==> src/rtl/bomberman_pkg.sv <==
// Shared types and constants for the player/map/renderer blocks.
// Latency: n/a (declarations only).
// Backpressure: n/a.
package bomberman_pkg;

  typedef enum logic [1:0] {
    DIR_DOWN  = 2'd0,
    DIR_UP    = 2'd1,
    DIR_LEFT  = 2'd2,
    DIR_RIGHT = 2'd3
  } dir_t;

  localparam int TILE_SHIFT  = 5;
  localparam int SPRITE_SIZE = 32;
  localparam int SCREEN_W    = 640;
  localparam int SCREEN_H    = 480;
  localparam int TILE_X_W    = 5;
  localparam int TILE_Y_W    = 5;
  localparam int POS_W       = 10;

  // Clamp an 11-bit signed candidate coordinate into [lo, hi]; negative
  // values land on lo instead of wrapping.
  function automatic logic [POS_W-1:0] clamp_axis(input logic signed [POS_W:0] v,
                                                  input int lo,
                                                  input int hi);
    if (v < $signed(11'(lo))) begin
      return 10'(lo);
    end else if (v > $signed(11'(hi))) begin
      return 10'(hi);
    end else begin
      return v[POS_W-1:0];
    end
  endfunction

endpackage

==> src/rtl/player_anim.sv <==
// Walk-animation frame: counts committed moves, toggles frame every ANIM_DIV moves.
// Latency: frame updates on the edge that samples step/idle.
// Backpressure: none; idle clears counter and frame, idle wins over step.
module player_anim
  import bomberman_pkg::*;
#(
  parameter int ANIM_DIV = 8
) (
  input  logic clk,
  input  logic reset,
  input  logic step,
  input  logic idle,
  output logic frame
);

  logic [7:0] cnt_q, cnt_d;
  logic       frame_q, frame_d;

  // Next-state: clear on idle, otherwise advance on each committed move.
  always_comb begin
    cnt_d   = cnt_q;
    frame_d = frame_q;
    if (idle) begin
      cnt_d   = '0;
      frame_d = 1'b0;
    end else if (step) begin
      if (cnt_q == 8'(ANIM_DIV - 1)) begin
        cnt_d   = '0;
        frame_d = ~frame_q;
      end else begin
        cnt_d = cnt_q + 8'd1;
      end
    end
  end

  // Counter and frame registers.
  always_ff @(posedge clk) begin
    if (reset) begin
      cnt_q   <= '0;
      frame_q <= 1'b0;
    end else begin
      cnt_q   <= cnt_d;
      frame_q <= frame_d;
    end
  end

  assign frame = frame_q;

endmodule

==> src/rtl/player_move.sv <==
// Per-player movement: samples buttons on frame_tick, checks two leading corners against the map, commits.
// Latency: tick cycle + >=1 per corner query + 1 commit; 3 cycles when corner A is a wall.
// Backpressure: map_req/tile held until map_ack; frame_tick while busy is dropped.
module player_move
  import bomberman_pkg::*;
#(
  parameter int START_X  = 32,
  parameter int START_Y  = 32,
  parameter int SPEED    = 2,
  parameter int X_MIN    = 32,
  parameter int X_MAX    = 576,
  parameter int Y_MIN    = 32,
  parameter int Y_MAX    = 416,
  parameter int ANIM_DIV = 8
) (
  input  logic                clk,
  input  logic                reset,
  input  logic                frame_tick,
  input  logic                btn_up,
  input  logic                btn_down,
  input  logic                btn_left,
  input  logic                btn_right,
  output logic                map_req,
  output logic [TILE_X_W-1:0] map_tileX,
  output logic [TILE_Y_W-1:0] map_tileY,
  input  logic                map_ack,
  input  logic                map_wall,
  output logic [POS_W-1:0]    playerX,
  output logic [POS_W-1:0]    playerY,
  output logic [2:0]          sprite_num,
  output logic                busy
);

  localparam logic [1:0] ST_IDLE    = 2'd0;
  localparam logic [1:0] ST_CHECK_A = 2'd1;
  localparam logic [1:0] ST_CHECK_B = 2'd2;
  localparam logic [1:0] ST_COMMIT  = 2'd3;

  localparam logic signed [POS_W:0] SPD = 11'(SPEED);
  localparam logic [POS_W-1:0]      FAR = 10'(SPRITE_SIZE - 1);

  logic [1:0]       state_q, state_d;
  dir_t             dir_q, dir_d, btn_dir;
  logic [POS_W-1:0] pos_x_q, pos_x_d, pos_y_q, pos_y_d;
  logic [POS_W-1:0] cand_x_q, cand_x_d, cand_y_q, cand_y_d;
  logic             reject_q, reject_d;
  logic             any_btn;
  logic signed [POS_W:0] step_x, step_y;
  logic [POS_W-1:0] off_x, off_y;
  logic             anim_step, anim_idle, frame;

  assign any_btn = btn_up | btn_down | btn_left | btn_right;

  // Button priority: up > down > left > right.
  always_comb begin
    btn_dir = DIR_RIGHT;
    if (btn_up) begin
      btn_dir = DIR_UP;
    end else if (btn_down) begin
      btn_dir = DIR_DOWN;
    end else if (btn_left) begin
      btn_dir = DIR_LEFT;
    end
  end

  // Candidate position in 11-bit signed so a step below zero cannot wrap.
  always_comb begin
    step_x = $signed({1'b0, pos_x_q});
    step_y = $signed({1'b0, pos_y_q});
    case (btn_dir)
      DIR_UP:   step_y = step_y - SPD;
      DIR_DOWN: step_y = step_y + SPD;
      DIR_LEFT: step_x = step_x - SPD;
      default:  step_x = step_x + SPD;
    endcase
  end

  // FSM next-state, candidate latch and commit.
  always_comb begin
    state_d   = state_q;
    dir_d     = dir_q;
    pos_x_d   = pos_x_q;
    pos_y_d   = pos_y_q;
    cand_x_d  = cand_x_q;
    cand_y_d  = cand_y_q;
    reject_d  = reject_q;
    anim_step = 1'b0;
    anim_idle = 1'b0;
    case (state_q)
      ST_IDLE: begin
        if (frame_tick) begin
          if (any_btn) begin
            dir_d    = btn_dir;
            cand_x_d = clamp_axis(step_x, X_MIN, X_MAX);
            cand_y_d = clamp_axis(step_y, Y_MIN, Y_MAX);
            reject_d = 1'b0;
            state_d  = ST_CHECK_A;
          end else begin
            anim_idle = 1'b1;
          end
        end
      end
      ST_CHECK_A: begin
        if (map_ack) begin
          if (map_wall) begin
            reject_d = 1'b1;
            state_d  = ST_COMMIT;
          end else begin
            state_d = ST_CHECK_B;
          end
        end
      end
      ST_CHECK_B: begin
        if (map_ack) begin
          if (map_wall) begin
            reject_d = 1'b1;
          end
          state_d = ST_COMMIT;
        end
      end
      default: begin
        // A clamped no-op move neither moves nor advances the walk cycle.
        if (!reject_q && ((cand_x_q != pos_x_q) || (cand_y_q != pos_y_q))) begin
          pos_x_d   = cand_x_q;
          pos_y_d   = cand_y_q;
          anim_step = 1'b1;
        end
        state_d = ST_IDLE;
      end
    endcase
  end

  // State, pose and candidate registers.
  always_ff @(posedge clk) begin
    if (reset) begin
      state_q  <= ST_IDLE;
      dir_q    <= DIR_DOWN;
      pos_x_q  <= 10'(START_X);
      pos_y_q  <= 10'(START_Y);
      cand_x_q <= '0;
      cand_y_q <= '0;
      reject_q <= 1'b0;
    end else begin
      state_q  <= state_d;
      dir_q    <= dir_d;
      pos_x_q  <= pos_x_d;
      pos_y_q  <= pos_y_d;
      cand_x_q <= cand_x_d;
      cand_y_q <= cand_y_d;
      reject_q <= reject_d;
    end
  end

  // Leading-edge corner offsets for the corner currently being queried.
  always_comb begin
    off_x = '0;
    off_y = '0;
    case (dir_q)
      DIR_UP: begin
        if (state_q == ST_CHECK_B) off_x = FAR;
      end
      DIR_DOWN: begin
        off_y = FAR;
        if (state_q == ST_CHECK_B) off_x = FAR;
      end
      DIR_LEFT: begin
        if (state_q == ST_CHECK_B) off_y = FAR;
      end
      default: begin
        off_x = FAR;
        if (state_q == ST_CHECK_B) off_y = FAR;
      end
    endcase
  end

  assign map_req    = (state_q == ST_CHECK_A) || (state_q == ST_CHECK_B);
  assign map_tileX  = TILE_X_W'((cand_x_q + off_x) >> TILE_SHIFT);
  assign map_tileY  = TILE_Y_W'((cand_y_q + off_y) >> TILE_SHIFT);
  assign busy       = (state_q != ST_IDLE);
  assign playerX    = pos_x_q;
  assign playerY    = pos_y_q;
  assign sprite_num = {dir_q, frame};

  player_anim #(
    .ANIM_DIV(ANIM_DIV)
  ) u_anim (
    .clk  (clk),
    .reset(reset),
    .step (anim_step),
    .idle (anim_idle),
    .frame(frame)
  );

endmodule

==> config.mk <==
export PLATFORM = sky130hd
export DESIGN_NAME = player_move
export DESIGN_NICKNAME = d
export VERILOG_FILES = /design/src/rtl/bomberman_pkg.sv /design/src/rtl/player_anim.sv /design/src/rtl/player_move.sv
export SDC_FILE = /design/constraint.sdc
export NUM_CORES = 1
export LEC_CHECK = 0
export CAP_MARGIN = 25
export CORE_MARGIN = 4
export CORE_UTILIZATION = 46
export DETAILED_ROUTE_END_ITERATION = 12
export PLACE_DENSITY = 0.67
export SLEW_MARGIN = 20
export SYNTH_ARGS = -nofsm -noshare
export SYNTH_HDL_FRONTEND = slang
export SYNTH_HIERARCHICAL = 1
export SYNTH_SLANG_ARGS = --single-unit
==> constraint.sdc <==
create_clock -name clk -period 4.42 [get_ports clk]
set_input_delay 0.663 -clock clk [delete_from_list [all_inputs] [get_ports clk]]
set_output_delay 0.663 -clock clk [all_outputs]
set_load 0.01 [all_outputs]
==> flow_summary.yaml <==
place:
  hpwl_um: 7790
  port_buffers: 43
  globalplace.congestion: 0.869
sta:
  period_minus_slack_ns: 4.16
  fin_hold_ws_ns: 0.500
  fmax_mhz: 241
  fin_skew_ns: 0.00799
  final_hold_viol_count: 0
  setup-violations-final: 0
  max_slew.worst_pin.slew_ns: 0.895
  finalCritPeriodShare_pct: 94.0
  finalSetupTns_ns: 0
  slew_headroom_pct: 40.1
  rsz0062_at_grt: "false"
  drv_slew: 0
worst_setup_path:
  startpoint_type: "register"
  r2r_slack_ns: 1.37
  reg2reg_to: "cand_x_q[2]$_SDFFE_PP0P_"
  crit_fanout: 5
  worstSetupEndpointType: "primary output"
  crit_type: "reg -> out"
  arrival_ns: 3.49
  ff2ff_path_depth: 11
  required_ns: 3.76
  reg2reg_from: "playerX[2]$_SDFFE_PP0P_"
clocking:
  hold_buffers: 0
  clock-sinks: 54
  clk_latency_ns: 0.31
  cts_resized: 0
  cts_tree: "built"
  h-tree-depth: 2
  cts_buffer_depth: 2
  post_cts_buffers: 0
  cts_root_buffer: "clkbuf_8"
  cts_buffers: 5
  path_clk_slew_ns: 0.11
hold_path:
  min_from: "u_anim/cnt_q[7]$_SDFFE_PP0P_"
  hold_path.class: "reg -> reg"
  holdPathStages: 2
  hold_end: "u_anim/cnt_q[7]$_SDFFE_PP0P_"
global_routing:
  grt_pass1_wl_um: 17200
  overflow: 0
  grtUsageTotal_pct: 20.6
  antenna_found_initial: 0
  grt_pass1_vias: 3488
  grt_max_degree: 28
job:
  max-cap-violations: 0
synth:
  synth_top_area_cell: "dfxtp_1"
  syn_inst: 489
  synthAdderAreaFrac_pct: 7.36
  synth-compound-area-share_pct: 22.9
  async_flop_share_pct: 0
  synth-simple-area-share_pct: 24.8
  yosysSeqAreaShare_pct: 26.9
  synth.area.top_cells: "dfxtp_1 (27%), ha_1 (6.9%), nand2_1 (6.4%), xnor2_1 (6.1%), a21oi_1 (5.1%)"
  synth_mux_area_share_pct: 1.28
  synth_edf_count: 0
  synth_top_family_by_area: "simple AND/OR/NAND/NOR gates"
  syn-cell-area_mm2: 0.00401
  ys_warn_count: 6
  synthXorXnorAreaFrac_pct: 10.9
  syn_nets: 521
  yosys_register_bits: 54
  ys_types: 79
  ys.flop_type: "dfxtp_1"
  synth_top_cell_area_share_pct: 26.9
  syn_area_per_cell_um2: 8.21
route:
  dr.first_iter.drc_count: 236
  vias: 3666
  drt_pre_antenna_iters: 4
  via_per_inst: 5.91
  drc_errors: 0
  routedWlPerCell_um: 16.9
  drt.antenna.violating_nets: 0
  totalWireLength_um: 10500
finish:
  fin_util_pct: 54.5
  area_growth_pct: 13.3
  n_antenna_cell: 0
  fin_nets: 546
  drive_gt1_share_pct: 7.77
  fillers: 780
floorplan:
  initial_core_util_pct: 48.1
  die_h_um: 101
  die_area_mm2: 0.0103
  placementRows: 33
  io_pins: 44
  die_w_um: 101
  core_area_mm2: 0.00834
pwr:
  powerDensity_mw_per_mm2: 308
  irDropWorstVdd_mv: 0.155
  p_leak_nw: 1.72
outcome:
  status: "finished, final reports clean"
cells in the mapped netlist, drive strengths merged, types with 4 or more instances:
library cell and n:
nor2 30, nand3 14, o31ai 6, mux2i 4, xnor2 28, a21o 7, nor4 8, nand4 9
a21oi 41, nor3b 4, or3 7, nand2 68, buf 14, nor2b 7, ha 22, and3 4
dfxtp 54, nand2b 5, inv 14, a32o 6, clkbuf 17, xor2 22, o21ai 20, a211oi 5
nor3 14, o21a 6, a31oi 5
layer usage:
metal | GRT usage [%] | wire (um)
met5 | 0 | 0
met4 | 7.06 | 237
met3 | 3.37 | 572
met2 | 33.1 | 4820
met1 | 28.0 | 4870
cells by family (layout without fill, tap and decap cells):
group,after synthesis,count (layout)
xor gates and xnor gates,50,50
and+or+nand+nor,186,186
buffers and inverters,45,71
muxes,5,5
adders and majority gates,23,23
DFF,54,54
AOI/OAI and AO/OA,126,126
through the flow:
| stage | setup slack, ns | instance area (um^2) | instances | power (mW) |
|---|---|---|---|---|
| after floorplan | 1.26 | 4010 | 489 | 0.928 |
| after global placement | 0.512 | 4450 | 612 | 1.09 |
| after detailed placement | 0.376 | 4450 | 612 | 1.10 |
| after CTS | 0.215 | 4550 | 620 | 1.41 |
| after global routing | 0.0709 | 4550 | 620 | 1.49 |
| final | 0.264 | 4550 | 620 | 1.40 |
final cells by class:
class | count | area [um^2] | share of cell area (%)
multi-input cells | 390 | 2710 | 59.6
flip-flops and latches | 54 | 1080 | 23.8
repair buffers | 49 | 475 | 10.5
well taps | 105 | 131 | 2.89
clock buffers | 5 | 68.8 | 1.51
inverters | 14 | 52.6 | 1.16
clock inverters | 3 | 28.8 | 0.633
layout by cell type (no fill, tap or decap), types with 9 or more instances in the layout:
| cell type | Yosys | final |
|---|---|---|
| xnor2_1 | 28 | 28 |
| inv_1 | 13 | 13 |
| nand4_1 | 9 | 9 |
| dfxtp_1 | 54 | 54 |
| a21oi_1 | 41 | 41 |
| xor2_1 | 22 | 22 |
| nand3_1 | 12 | 12 |
| nor2_1 | 29 | 29 |
| ha_1 | 22 | 22 |
| nor3_1 | 12 | 12 |
| o21ai_0 | 15 | 15 |
| nand2_1 | 68 | 68 |
| clkdlybuf4s50_1 | 0 | 43 |
critical path, cell delays in order (launching register included):
cell             delay (ns)
dfxtp_1                0.40
inv_1                  0.08
ha_1                   0.26
mux2_1                 0.38
ha_1                   0.29
a31o_2                 0.23
a21o_1                 0.18
a21o_1                 0.17
a21oi_1                0.24
nor2b_1                0.15
nand4_1                0.13
xnor2_1                0.12
clkdlybuf4s50_1        0.55
state kept, by name, indices dropped and copies added, names as in the netlist:
signal        count
reject_q          1
playerY          10
u_anim/frame      1
cand_y_q         10
cand_x_q         10
playerX          10
state_q           2
u_anim/cnt_q      8
dir_q             2
how the worst max path moves through the flow:
| stage | startpoint | to | slack, ns | cells after the start |
|---|---|---|---|---|
| 2_1_floorplan | btn_up | cand_y_q[0]$_SDFFE_PP0P_ | 1.26 | 12 |
| 3_3_place_gp | btn_down | cand_y_q[0]$_SDFFE_PP0P_ | 0.51 | 12 |
| 3_5_place_dp | btn_down | cand_y_q[3]$_SDFFE_PP0P_ | 0.38 | 12 |
| 4_1_cts | state_q[0]$_SDFFE_PP0P_ | map_tileX[4] | 0.22 | 12 |
| 5_1_grt | state_q[0]$_SDFFE_PP0P_ | map_tileY[4] | 0.07 | 13 |
| 6_report | state_q[0]$_SDFFE_PP0P_ | map_tileX[4] | 0.26 | 12 |
power breakdown:
part           switching (mW)  internal [mW]
Clock                   0.185          0.119
Combinational           0.292          0.232
Sequential             0.0525          0.521
Total                   0.529          0.873
(Power assumes the default switching activity.)
